<file path="config.mk">
export PLATFORM = sky130hd
export DESIGN_NAME = opb_register_bank_simulink2ppc
export DESIGN_NICKNAME = d
export VERILOG_FILES = /design/src/rtl/opb_register_bank_simulink2ppc_pkg.sv /design/src/rtl/opb_slave_ack_fsm.sv /design/src/rtl/opb_register_bank_simulink2ppc.sv
export SDC_FILE = /design/constraint.sdc
export NUM_CORES = 1
export LEC_CHECK = 0
export CAP_MARGIN = 20
export CORE_ASPECT_RATIO = 0.9
export CORE_MARGIN = 5
export CORE_UTILIZATION = 35
export DETAILED_ROUTE_END_ITERATION = 7
export RECOVER_POWER = 50
export SLEW_MARGIN = 20
export SYNTH_ARGS = -nofsm -noshare
export SYNTH_HDL_FRONTEND = slang
export SYNTH_HIERARCHICAL = 1
export SYNTH_SLANG_ARGS = --single-unit
export TNS_END_PERCENT = 5
</file>
<file path="constraint.sdc">
create_clock -name OPB_Clk -period 5.8 [get_ports OPB_Clk]
set_clock_uncertainty 0.2 [all_clocks]
set_input_delay 0.87 -clock OPB_Clk [delete_from_list [all_inputs] [get_ports OPB_Clk]]
set_output_delay 0.87 -clock OPB_Clk [all_outputs]
set_load 0.02 [all_outputs]
</file>
<file path="src/rtl/opb_register_bank_simulink2ppc_pkg.sv">
// Shared constants for the Simulink-to-PPC OPB register bank: word offsets,
// CTRL bit positions and the OPB slave handshake states.
package opb_register_bank_simulink2ppc_pkg;

    localparam int WORD_W        = 32;
    localparam int CTRL_SNAP_BIT = 0;
    localparam int CTRL_AUTO_BIT = 1;

    typedef enum logic {
        ST_IDLE = 1'b0,
        ST_ACK  = 1'b1
    } opb_state_e;

    function automatic int status_off(input int num_regs);
        return num_regs;
    endfunction

    function automatic int ctrl_off(input int num_regs);
        return num_regs + 1;
    endfunction

    function automatic int tstamp_off(input int num_regs);
        return num_regs + 2;
    endfunction

    // Decoded words: SNAP[0..N-1], STATUS, CTRL, TSTAMP.
    function automatic int num_words(input int num_regs);
        return num_regs + 3;
    endfunction

endpackage

</file>
<file path="src/rtl/opb_slave_ack_fsm.sv">
// OPB slave handshake: window decode, select->ack (one cycle later), and a
// registered read mux loaded when the transfer is accepted.
//
//   state   | meaning
//   --------+-------------------------------------------------------
//   ST_IDLE | waiting for an in-window OPB_select
//   ST_ACK  | xferAck asserted; write side effects take place here
module opb_slave_ack_fsm
    import opb_register_bank_simulink2ppc_pkg::*;
#(
    parameter logic [31:0] C_BASEADDR = 32'h01080900,
    parameter logic [31:0] C_HIGHADDR = 32'h010809FF,
    parameter int          NUM_WORDS  = 7
) (
    input  logic                              clk,
    input  logic                              rst,
    input  logic                              sel,
    input  logic                              rnw,
    input  logic [31:0]                       addr,
    input  logic [31:0]                       wdata,
    input  logic                              be_low,
    input  logic [NUM_WORDS-1:0][WORD_W-1:0]  rd_words,
    output logic                              ack,
    output logic                              rd_en,
    output logic                              wr_en,
    output logic [29:0]                       off,
    output logic [31:0]                       wr_data,
    output logic                              wr_be_low,
    output logic [31:0]                       rd_data
);

    localparam int IDX_W = (NUM_WORDS > 1) ? $clog2(NUM_WORDS) : 1;

    opb_state_e  state_q, state_nx;
    logic [31:0] diff;
    logic [29:0] off_full;
    logic        start;
    logic        ack_int;
    logic        rnw_q;
    logic [31:0] rd_q;
    logic        unused_ok;

    assign diff      = addr - C_BASEADDR;
    assign off_full  = diff[31:2];
    assign start     = sel && (addr >= C_BASEADDR) && (addr <= C_HIGHADDR);
    assign unused_ok = ^diff[1:0];

    always_ff @(posedge clk) begin
        if (rst) state_q <= ST_IDLE;
        else     state_q <= state_nx;
    end

    always_comb begin
        state_nx = state_q;
        ack_int  = 1'b0;
        case (state_q)
            ST_IDLE: if (start) state_nx = ST_ACK;
            ST_ACK: begin
                ack_int  = 1'b1;
                state_nx = ST_IDLE;
            end
            default: state_nx = ST_IDLE;
        endcase
    end

    // Transfer attributes are latched at acceptance so the ack cycle does not
    // depend on the master holding the bus.
    always_ff @(posedge clk) begin
        if (rst) begin
            off       <= '0;
            rnw_q     <= 1'b0;
            wr_data   <= '0;
            wr_be_low <= 1'b0;
            rd_q      <= '0;
        end else if (state_q == ST_IDLE && start) begin
            off       <= off_full;
            rnw_q     <= rnw;
            wr_data   <= wdata;
            wr_be_low <= be_low;
            if (rnw && off_full < 30'(NUM_WORDS))
                rd_q <= rd_words[off_full[IDX_W-1:0]];
            else
                rd_q <= '0;
        end
    end

    // Reset gates the ack combinationally so an aborted transfer never acks.
    assign ack     = ack_int && !rst;
    assign rd_en   = ack && rnw_q;
    assign wr_en   = ack && !rnw_q;
    assign rd_data = rd_en ? rd_q : '0;

endmodule

</file>
<file path="src/rtl/opb_register_bank_simulink2ppc.sv">
// Multi-channel Simulink-to-PPC register bank with atomic snapshot, sticky
// clear-on-read update flags and CTRL. Optional macro: SNAPSHOT_TIMESTAMP_EN.
module opb_register_bank_simulink2ppc
    import opb_register_bank_simulink2ppc_pkg::*;
#(
    parameter logic [31:0] C_BASEADDR   = 32'h01080900,
    parameter logic [31:0] C_HIGHADDR   = 32'h010809FF,
    parameter int          C_OPB_AWIDTH = 32,
    parameter int          C_OPB_DWIDTH = 32,
    parameter int          C_NUM_REGS   = 4,
    parameter int          C_DATA_WIDTH = 32,
    parameter string       C_FAMILY     = "virtex5"
) (
    input  logic                               OPB_Clk,
    input  logic                               OPB_Rst,
    input  logic [0:C_OPB_AWIDTH-1]            OPB_ABus,
    input  logic [0:3]                         OPB_BE,
    input  logic [0:C_OPB_DWIDTH-1]            OPB_DBus,
    input  logic                               OPB_RNW,
    input  logic                               OPB_select,
    input  logic                               OPB_seqAddr,
    output logic [0:C_OPB_DWIDTH-1]            Sl_DBus,
    output logic                               Sl_xferAck,
    output logic                               Sl_errAck,
    output logic                               Sl_retry,
    output logic                               Sl_toutSup,
    input  logic [C_NUM_REGS*C_DATA_WIDTH-1:0] user_data_in,
    input  logic [C_NUM_REGS-1:0]              user_valid
);

    localparam int N          = C_NUM_REGS;
    localparam int W          = C_DATA_WIDTH;
    localparam int NW         = num_words(N);
    localparam int STATUS_OFF = status_off(N);
    localparam int CTRL_OFF   = ctrl_off(N);
    localparam int TSTAMP_OFF = tstamp_off(N);
    localparam bit unused_family = (C_FAMILY == "");

    logic [N-1:0][W-1:0]       live_q, snap_q;
    logic [N-1:0]              status_q, status_clr;
    logic                      ctrl_auto_q, snap_pend_q, do_snap;
    logic [NW-1:0][WORD_W-1:0] rd_words;
    logic                      ack, rd_en, wr_en, wr_be_low, ctrl_wr;
    logic [29:0]               off;
    logic [31:0]               wr_data, rd_data;
    logic                      unused_ok;

    opb_slave_ack_fsm #(
        .C_BASEADDR (C_BASEADDR),
        .C_HIGHADDR (C_HIGHADDR),
        .NUM_WORDS  (NW)
    ) u_ack_fsm (
        .clk       (OPB_Clk),
        .rst       (OPB_Rst),
        .sel       (OPB_select),
        .rnw       (OPB_RNW),
        .addr      (OPB_ABus),
        .wdata     (OPB_DBus),
        .be_low    (OPB_BE[3]),
        .rd_words  (rd_words),
        .ack       (ack),
        .rd_en     (rd_en),
        .wr_en     (wr_en),
        .off       (off),
        .wr_data   (wr_data),
        .wr_be_low (wr_be_low),
        .rd_data   (rd_data)
    );

    assign Sl_DBus    = rd_data;
    assign Sl_xferAck = ack;
    assign Sl_errAck  = 1'b0;
    assign Sl_retry   = 1'b0;
    assign Sl_toutSup = 1'b0;
    assign unused_ok  = ^{OPB_seqAddr, OPB_BE[0:2], wr_data[31:2], unused_family};

    assign ctrl_wr = wr_en && wr_be_low && (off == 30'(CTRL_OFF));
    assign do_snap = snap_pend_q || ctrl_auto_q;
    // Only the bits actually returned are cleared, so a flag set while the
    // read was being accepted is not lost.
    assign status_clr = (rd_en && off == 30'(STATUS_OFF)) ? rd_data[N-1:0] : '0;

    always_ff @(posedge OPB_Clk) begin
        if (OPB_Rst) begin
            live_q      <= '0;
            snap_q      <= '0;
            status_q    <= '0;
            ctrl_auto_q <= 1'b0;
            snap_pend_q <= 1'b0;
        end else begin
            for (int i = 0; i < N; i++)
                if (user_valid[i]) live_q[i] <= user_data_in[i*W +: W];
            if (do_snap) snap_q <= live_q;
            status_q    <= (status_q & ~status_clr) | user_valid;
            snap_pend_q <= ctrl_wr && wr_data[CTRL_SNAP_BIT];
            if (ctrl_wr) ctrl_auto_q <= wr_data[CTRL_AUTO_BIT];
        end
    end

`ifdef SNAPSHOT_TIMESTAMP_EN
    logic [31:0] cycle_cnt_q, tstamp_q;

    always_ff @(posedge OPB_Clk) begin
        if (OPB_Rst) begin
            cycle_cnt_q <= '0;
            tstamp_q    <= '0;
        end else begin
            cycle_cnt_q <= cycle_cnt_q + 32'd1;
            if (do_snap) tstamp_q <= cycle_cnt_q;
        end
    end
`endif

    always_comb begin
        rd_words = '0;
        for (int i = 0; i < N; i++)
            rd_words[i] = WORD_W'(snap_q[i]);
        rd_words[STATUS_OFF]                = WORD_W'(status_q);
        rd_words[CTRL_OFF][CTRL_AUTO_BIT]   = ctrl_auto_q;
`ifdef SNAPSHOT_TIMESTAMP_EN
        rd_words[TSTAMP_OFF] = tstamp_q;
`else
        rd_words[TSTAMP_OFF] = '0;
`endif
    end

endmodule

</file>
Word level (Yosys, flattened, before mapping)
Cells that the tools add are included.
Word-level totals
  register bits after elaboration: 329
  latch bits: 0
  bits in writable memories: 0
  memory bits (read-only): 0
  input bits: 205
  word-level logic and storage cells: 50
  memories kept: 0
Cells by class
  add/subtract/negate cells: 1
  multiply operators: 0
  divide/modulo/power cells: 0
  order comparisons: 4
  equality and inequality tests: 2
  shift-type cells: 0
  multiplexer cells: 8
  bitwise operators: 4
  reduce and logical (&&, ||, !) cells: 14
Operators by type and width (count)
  32-bit binary-select mux with 3-bit select: 1
  32-bit 2-to-1 mux: 3
  30-bit by 3-bit equality test with 1-bit output (second input constant): 2
  32-bit by 25-bit >= comparator with 1-bit output (second input constant): 1
  32-bit by 25-bit <= comparator with 1-bit output (second input constant): 1
  32-bit by 25-bit subtractor with 32-bit output (second input constant): 1
  30-bit by 3-bit less-than comparator with 1-bit output (second input constant): 1
  1-bit logical AND: 11
  4-bit AND: 1
  3-bit by 4-bit less-than comparator with 1-bit output (second input constant): 1
  4-bit 2-to-1 mux: 1
  4-bit inverter: 1
  4-bit bitwise OR: 1
  1-bit zero test: 2
  1-bit 2-to-1 mux: 2
  1-bit case mux with 2 select lines: 1
  1-bit logical OR: 1
  1-bit inverter: 1

Logic depth before layout (Yosys ltp)
Gate-level depths: netlist of run 1.
  word-level depth: 8
  gate-level depth with buffers: 11
  gate-level depth less buffers: 8

Cells and area by module
The synthesis of run 1 kept the hierarchy.
Modules (own cells, without submodules)
  opb_register_bank_simulink2ppc: instances 1, cells each 1011, area an instance 9213.8 um2
  opb_slave_ack_fsm: instances 1, cells each 771, area an instance 6281.0 um2

Worst setup path before layout of run 1
OpenSTA, ideal clock, no wires.
  path kind: input to register
  start: input port OPB_ABus[6] in the netlist's numbering
  end: register u_ack_fsm.wr_data[0]
  setup time: 132 ps
  data arrival time: 2780 ps
  required time: 5468 ps
  setup slack: 2688 ps
  cell stages on the path: 10
  buffers on the path: 4
  cells stage by stage: buf_2 -> nor4_2 -> nand4_1 -> or4_4 -> and3_1 -> buf_6 -> buf_6 -> buf_2 -> nand2_1 -> a21oi_1
Between the ends
  cells in the longest elaborated chain, start to end: 4
Ends and longest elaborated chain
  from (decl): line opb_register_bank_simulink2ppc.sv:16  | input logic [0:C_OPB_AWIDTH-1] OPB_ABus,
  32-bit by 25-bit >= comparator with 1-bit output: line opb_slave_ack_fsm.sv:45  | assign start = sel && (addr >= C_BASEADDR) && (addr <= C_HIGHADDR);
  1-bit logical AND: line opb_slave_ack_fsm.sv:45
  1-bit logical AND (*): line opb_slave_ack_fsm.sv:45
  1-bit logical AND (*): line opb_slave_ack_fsm.sv:75  | end else if (state_q == ST_IDLE && start) begin
  to (signal assigned): line opb_slave_ack_fsm.sv:78  | wr_data <= wdata;
  to (decl): line opb_slave_ack_fsm.sv:27  | output logic [31:0] wr_data,
Every way passes the cells marked *; elsewhere a longest branch is shown, timed or not.
A chain may end at the register's enable or synchronous reset.

Worst setup path in the final report of run 1
  start: input port OPB_Rst
  end: output port Sl_DBus[31] in the netlist's numbering
Between the ends
  cells in the longest elaborated chain, start to end: 4
Ends and longest elaborated chain
  from (decl): line opb_register_bank_simulink2ppc.sv:15  | input logic OPB_Rst,
  1-bit zero test: line opb_slave_ack_fsm.sv:88  | assign ack = ack_int && !rst;
  1-bit logical AND: line opb_slave_ack_fsm.sv:88
  1-bit logical AND: line opb_slave_ack_fsm.sv:89  | assign rd_en = ack && rnw_q;
  32-bit 2-to-1 mux: line opb_slave_ack_fsm.sv:91  | assign rd_data = rd_en ? rd_q : '0;
  to (decl): line opb_register_bank_simulink2ppc.sv:22  | output logic [0:C_OPB_DWIDTH-1] Sl_DBus,
Every way passes these cells.

==> results of run 1 <==
[worst register-to-register path, cell delays in order, from the launching register on]
cell	delay, ps
dfxtp_1	420
or2_1	1900
clkbuf_2	1230
nand2_1	280
a21oi_1	220
[layout make-up]
type,count,area share [%]
clock buffers,55,6.08
clock inverters,10,0.358
inverters,11,0.227
multi-input cells,1265,41.7
flip-flops and latches,329,36.2
well taps,540,3.72
repair buffers,221,11.7
[through the flow]
step | cells | util, % | total power [mW] | worst slack, ps | hold WS, ps
5_1_grt | 2431 | 44.6 | 5.25 | 1050 | 259
2_1_floorplan | 1749 | - | 2.64 | 2710 | 217
4_1_cts | 2431 | 44.6 | 5.10 | 1550 | 246
6_report | 2431 | 44.6 | 5.05 | 1350 | 243
3_5_place_dp | 2366 | 41.7 | 2.84 | 1210 | 238
3_3_place_gp | 2366 | 41.7 | 2.84 | 1260 | 227
[how the worst max path moves through the flow]
stage	endpoint	cells past startpoint	slack [ps]	start
final	Sl_DBus[31]	5	1350	OPB_Rst
after global routing	rd_words[13]	4	1050	ctrl_auto_q
after CTS	Sl_DBus[31]	5	1550	OPB_Rst
after detailed placement	u_ack_fsm/off[23]	10	1210	OPB_ABus[23]
after global placement	u_ack_fsm/off[21]	10	1260	OPB_ABus[23]
after floorplan	u_ack_fsm/off[10]	9	2710	OPB_ABus[6]
[metal layers]
layer / track usage, % / wire length (um)
met1: 26.7 / 21100
met4: 4.22 / 600
met5: 0 / 14
met3: 3.06 / 2080
met2: 26.7 / 18100
[power breakdown]
part / switching (mW) / internal, mW
clock network: 0.928 / 1.32
registers: 0.0287 / 2.32
logic: 0.236 / 0.221
[registers in the layout, indices dropped and copies added, names as in the netlist]
signal	count
status_q	4
u_ack_fsm/state_q	1
ctrl_auto_q	1
snap_pend_q	1
u_ack_fsm/rd_q	32
u_ack_fsm/off	30
u_ack_fsm/wr_data	2
u_ack_fsm/rnw_q	1
u_ack_fsm/wr_be_low	1
live_q	128
rd_words	128
[placed cells by master, fill, tap and decap left out, types with 12 or more instances in the layout]
cell type,n
a21oi_1,208
and3_1,33
buf_4,15
clkbuf_1,12
clkbuf_16,38
clkdlybuf4s50_1,195
conb_1,94
dfxtp_1,329
mux2i_1,164
mux4_2,32
nand2_1,312
nor2_1,207
o2111ai_1,34
o21a_1,24
o21ai_1,31
==> metrics.cfg, run 1 <==
[sta]
report.final.slew_viol_count = 213
maxSlewHeadroom_pct = -107
hold_viol = 0
fin_tns_setup_ps = 0
worst_pin_slew_ps = 3110
layout_min_cycle_time_ps = 4450
setup_viol = 0
fin_crit_sh_pct = 76.7
rsz0062_at_grt = no
fmax_mhz = 225

[power]
p_per_area_mw_per_mm2 = 278
vdd_drop_max_mv = 0.160
leakagePower_nw = 6.92

[floorplan]
die-width_um = 225
start_util_pct = 35.5
design.die.area_mm2 = 0.0456
core.rowCount = 70
core_area_mm2 = 0.0408
die_h_um = 203
pin_count = 241

[worst_setup_path]
rr_endpoint = rd_words[13]
worstPathArrival_ps = 3380
cp_slowest_cell = nor2b_1
critPathKind = input pin to output port
reg2reg_slack_ps = 1480
path_max_fanout = 129
critPathLaunchType = input pin
max_stage_delay_ps = 740
critical_path_buf_inv_count = 3
timing.rr.start = ctrl_auto_q
crit_required_ps = 4730
crit_chain = clkbuf_8 > nor2b_1 > buf_4 > and3_1 > clkdlybuf4s50_1
cp_top_family = buffers and inverters
end_kind = output port
reg2reg_depth = 4

[finish]
drive_gt1_share_pct = 7.24
layout.nets = 2073
multiInputGateArea_mm2 = 0.00759
syn2layout_area_growth_pct = 25.5
antenna_cells = 0
finalInstanceArea_mm2 = 0.0182
regArea_mm2 = 0.00659
nFillCells = 4064

[cts]
cts_tree = done
cts_max_path_buffers = 3
numCtsBuffers = 37
cts_setup_buffers = 0
root_buffer = clkbuf_16
path_clk_slew_ps = 60
ctsHoldBuffers = 0
clk_latency_ps = 540
htree_num_levels = 2
cts-resized-gates = 0
cts_num_sinks = 329

[status]
status = finished with violations
violations = capacitance limit, slew limit

[synth]
synth_warnings = 6
syn_avg_cell_area_um2 = 8.75
syn_area_mm2 = 0.0145
synthCells = 1656

[placement]
placed_cell_area_mm2 = 0.0170
gp_congestion = 0.808
portBuffers = 203
dp_hpwl_um = 27900

[global_route]
grt_max_degree = 130
grt_antenna_before_repair = 1
grt_overflow = 0
grt_pass1_wl_um = 65500
grt_pass1_vias = 11662
grtUsageTotal_pct = 17.8

[drt]
wl_per_cell_um = 17.2
drc = 0
viasPerCell = 5.01
dr.pass1.iters = 7
ant_nets = 0
wl_um = 41800
via_count = 12170
drt_iter0_drc = 915

[worst_hold_path]
hold_class = flip-flop to flip-flop
hold_path_depth = 2
worstHoldEndpoint = u_ack_fsm/rd_q[9]
min-delay-start = u_ack_fsm/rd_q[9]

[job]
maxCapViolCount = 5

Power figures use the tool's default switching activity.
==> inputs of run 2 (changes only) <==
clock period = 4.25 ns   (was 5.8 ns; I/O delays follow)
==> metrics.cfg, run 2 (synthesized netlist as in run 1, its figures left out) <==
[finish]
final_cell_count_no_fill = 2453
nFillCells = 4033
layout.nets = 2092
layout_common_cells = dfxtp_1, nand2_1, a21oi_1
regArea_mm2 = 0.00659
drive_gt1_share_pct = 8.26
multiInputGateArea_mm2 = 0.00759
final_common_cell = dfxtp_1
syn2layout_area_growth_pct = 28.0
antenna_cells = 0

[drt]
drc = 0
wl_per_cell_um = 17.3
ant_nets = 0
viasPerCell = 4.99
via_count = 12239
dr.pass1.iters = 5
wl_um = 42400
drt_iter0_drc = 951

[sta]
hold_viol = 0
rsz0062_at_grt = no
fin_tns_setup_ps = 0
layout_min_cycle_time_ps = 3490
maxSlewHeadroom_pct = -91.6
setup_slack_ps = 763
hold_slack_ps = 240
worst_pin_slew_ps = 2870
report.final.slew_viol_count = 237
setup_viol = 0
fmax_mhz = 287
fin_crit_sh_pct = 82.1

[floorplan]
pin_count = 241
core_area_mm2 = 0.0408
die-width_um = 225
core.rowCount = 70
start_util_pct = 35.5
design.die.area_mm2 = 0.0456
die_h_um = 203

[placement]
portBuffers = 203
dp_hpwl_um = 29100
dp.cells = 2384
pre_cts_slack_ps = 449
gp_congestion = 0.840

[global_route]
use_met3_pct = 3.17
use_met1_pct = 26.8
grt-busiest-layer = met2
grt_overflow = 0
grtUsageTotal_pct = 18.0
grt_pass1_wl_um = 66600
grt_antenna_before_repair = 2
grtUsageMet2_pct = 27.8
grt_pass1_vias = 12001
grt_max_degree = 114

[cts]
cts_num_sinks = 329
path_clk_slew_ps = 60
cts-resized-gates = 0
root_buffer = clkbuf_16
cts_max_path_buffers = 3
cts_tree = done
clk_latency_ps = 530
htree_num_levels = 2
ctsHoldBuffers = 0
numCtsBuffers = 37
cts_setup_buffers = 0

[worst_setup_path]
critPathLaunchType = flip-flop
worstPathArrival_ps = 3720
end_kind = flip-flop
path_max_fanout = 65
critPathKind = flip-flop to flip-flop
crit_required_ps = 4480

[power]
p_total_mw = 7.32
leakagePower_nw = 7.11
vdd_drop_max_mv = 0.238
p_per_area_mw_per_mm2 = 395

[status]
violations = capacitance limit, slew limit
status = finished with violations

[job]
maxCapViolCount = 5

[worst_hold_path]
hold_class = flip-flop to flip-flop

==> run 2: metrics by stage <==
stage,area (um^2),utilization (%)
after global routing,18500,45.4
after global placement,17200,42.1
after CTS,18600,45.5
final,18500,45.4
after floorplan,14800,-
after detailed placement,17200,42.1
==> run 2: cell type report <==
type                       instances  share of cell area, %
clock buffer                      49                   5.67
clock inverter                    19                   1.63
timing repair buffer             240                   12.4
inverter                          11                  0.223
tap                              540                   3.64
sequential                       329                   35.5
multi-input combinational       1265                   40.9
==> run 2: report_power, final <==
part / leakage [nW] / internal [mW] / total [mW] / switching, mW
registers: 2.68 / 3.16 / 3.20 / 0.0404
clock network: 0.663 / 2.18 / 3.50 / 1.32
logic: 3.77 / 0.302 / 0.626 / 0.324
==> run 2: critical path, stage by stage, from the launching register on <==
cell and delay [ps]:
dfxtp_1 480, or2_1 1850, buf_4 510, nand2_1 130, a21oi_1 150
==> run 2: per-layer routing <==
layer,vias to the layer above,wire length [um]
met5,-,27
met4,4,454
met3,42,1910
met2,256,18800
met1,5831,21300
li1,6106,-
==> run 2: final timing paths <==
| path | start | endpoint | slack (ps) | cells past startpoint |
|---|---|---|---|---|
| worst max-delay path | ctrl_auto_q | rd_words[7] | 760 | 4 |
| worst min-delay path | u_ack_fsm/rd_q[2] | u_ack_fsm/rd_q[2] | 240 | 2 |
| worst max register to register | ctrl_auto_q | rd_words[7] | 760 | 4 |
| worst min register to register | u_ack_fsm/rd_q[2] | u_ack_fsm/rd_q[2] | 240 | 2 |
==> inputs of run 3 (changes only) <==
clock period = 3.1 ns   (was 4.25 ns; I/O delays follow)
==> metrics.cfg, run 3 (synthesized netlist as in run 1, its figures left out) <==
[global_route]
use_met3_pct = 2.98
grt_pass1_wl_um = 67200
grt_overflow = 0
grt-busiest-layer = met2
grt_max_degree = 232
use_met1_pct = 27.0
grt_antenna_before_repair = 0
grtUsageMet2_pct = 27.8
grt_pass1_vias = 12081
grtUsageTotal_pct = 18.1

[power]
p_sw_mw = 2.25
power.sequential.fraction_pct = 45.4
p_int_mw = 7.42
p_per_area_mw_per_mm2 = 510
power.clock.fraction_pct = 45.2
leakagePower_nw = 7.37
swShare_pct = 23.3
p_comb_share_pct = 9.5
vdd_drop_max_mv = 0.314

[worst_setup_path]
crit_required_ps = 2430
critPathLaunchType = flip-flop
path_max_fanout = 35
critPathKind = flip-flop to output port
worstPathArrival_ps = 2220
end_kind = output port

[floorplan]
die-width_um = 225
pin_count = 241
start_util_pct = 35.5
core_area_mm2 = 0.0408
core.rowCount = 70
die_h_um = 203
design.die.area_mm2 = 0.0456

[sta]
setup_viol = 0
fmax_mhz = 347
fin_crit_sh_pct = 92.9
hold_viol = 0
maxSlewHeadroom_pct = -67.6
worst_pin_slew_ps = 2510
hold_slack_ps = 240
rsz0062_at_grt = no
report.final.slew_viol_count = 281
layout_min_cycle_time_ps = 2880

[cts]
cts_num_sinks = 329
ctsHoldBuffers = 0
cts_tree = done
clk_latency_ps = 530
htree_num_levels = 2
path_clk_slew_ps = 50
cts_max_path_buffers = 3
numCtsBuffers = 37
root_buffer = clkbuf_16

[status]
violations = capacitance limit, slew limit
status = finished with violations

[finish]
drive_gt1_share_pct = 11.0
final_common_cell = dfxtp_1
finalInstanceArea_mm2 = 0.0190
syn2layout_area_growth_pct = 30.9
layout.nets = 2143
nFillCells = 3954
antenna_cells = 0
multiInputGateArea_mm2 = 0.00760
regArea_mm2 = 0.00659
layout_common_cells = dfxtp_1, nand2_1, a21oi_1

[drt]
ant_nets = 0
wl_per_cell_um = 17.0
drc = 0
via_count = 12398
drt_iter0_drc = 946
dr.pass1.iters = 5
wl_um = 42500
viasPerCell = 4.96

[worst_hold_path]
hold_class = flip-flop to flip-flop

[job]
maxCapViolCount = 2

[placement]
dp_hpwl_um = 29400
placed_cell_area_mm2 = 0.0178
portBuffers = 203
gp_congestion = 0.849

==> run 3: cell count changes in the layout (fill, tap and decap cells not counted), moves of 2 or more <==
cell,change
buf_4,+45
clkinv_8,-2
clkbuf_1,-6
buf_12,+14
buf_2,+4
clkbuf_8,+2
bufinv_16,-5
clkinvlp_4,-2
==> run 3: metrics by stage <==
step | utilization [%] | total power, mW | setup slack [ps] | cells | setup TNS (ps)
2_1_floorplan | - | 4.94 | 411 | 1749 | 0
3_3_place_gp | 43.5 | 5.38 | -216 | 2436 | -10180
3_5_place_dp | 43.5 | 5.39 | -268 | 2436 | -12900
4_1_cts | 46.5 | 9.79 | 207 | 2500 | 0
5_1_grt | 46.5 | 10.1 | 48.2 | 2500 | 0
6_report | 46.5 | 9.67 | 219 | 2500 | 0
==> run 3: power groups by stage <==
| stage | sequential (mW) | combinational (mW) | clock [mW] |
|---|---|---|---|
| 6_report | 4.39 | 0.914 | 4.37 |
| 3_5_place_dp | 4.48 | 0.909 | 0 |
| 5_1_grt | 4.40 | 0.998 | 4.68 |
| 4_1_cts | 4.39 | 0.913 | 4.49 |
| 3_3_place_gp | 4.48 | 0.904 | 0 |
| 2_1_floorplan | 4.46 | 0.481 | 0 |
==> run 3: worst paths after layout <==
| check | startpoint | to | slack, ps | cells past startpoint |
|---|---|---|---|---|
| hold reg to reg | u_ack_fsm/rd_q[7] | u_ack_fsm/rd_q[7] | 240 | 2 |
| setup reg to reg | u_ack_fsm/state_q | status_q[2] | 1140 | 6 |
| hold / removal | u_ack_fsm/rd_q[7] | u_ack_fsm/rd_q[7] | 240 | 2 |
| setup / recovery | u_ack_fsm/state_q | Sl_DBus[30] | 220 | 4 |
==> run 3: final cells by class <==
| class | count | share of cell area (%) |
|---|---|---|
| repair buffers | 291 | 15.0 |
| multi-input cells | 1265 | 40.0 |
| flip-flops and latches | 329 | 34.7 |
| well taps | 540 | 3.56 |
| clock buffers | 53 | 5.78 |
| inverters | 11 | 0.218 |
| clock inverters | 11 | 0.673 |
==> run 3: repair_timing <==
action                                  CTS  global route
setup buffers                             0             0
endpoints found under the setup margin    0             1
resized for setup                         0             1
==> run 3: critical path, stage by stage, from the launching register on <==
cell and delay [ps]:
dfxtp_1 310, nor2b_2 120, buf_4 300, and3_1 310, clkdlybuf4s50_1 660
==> run 3: metal layers <==
metal  up-vias  routed length, um  part of all wire [%]
met2       288              18700                    44
met3        42               2110                   5.0
li1       6200                  -                     -
met5         -                  0                     0
met4         0                647                   1.5
met1      5868              21000                    49
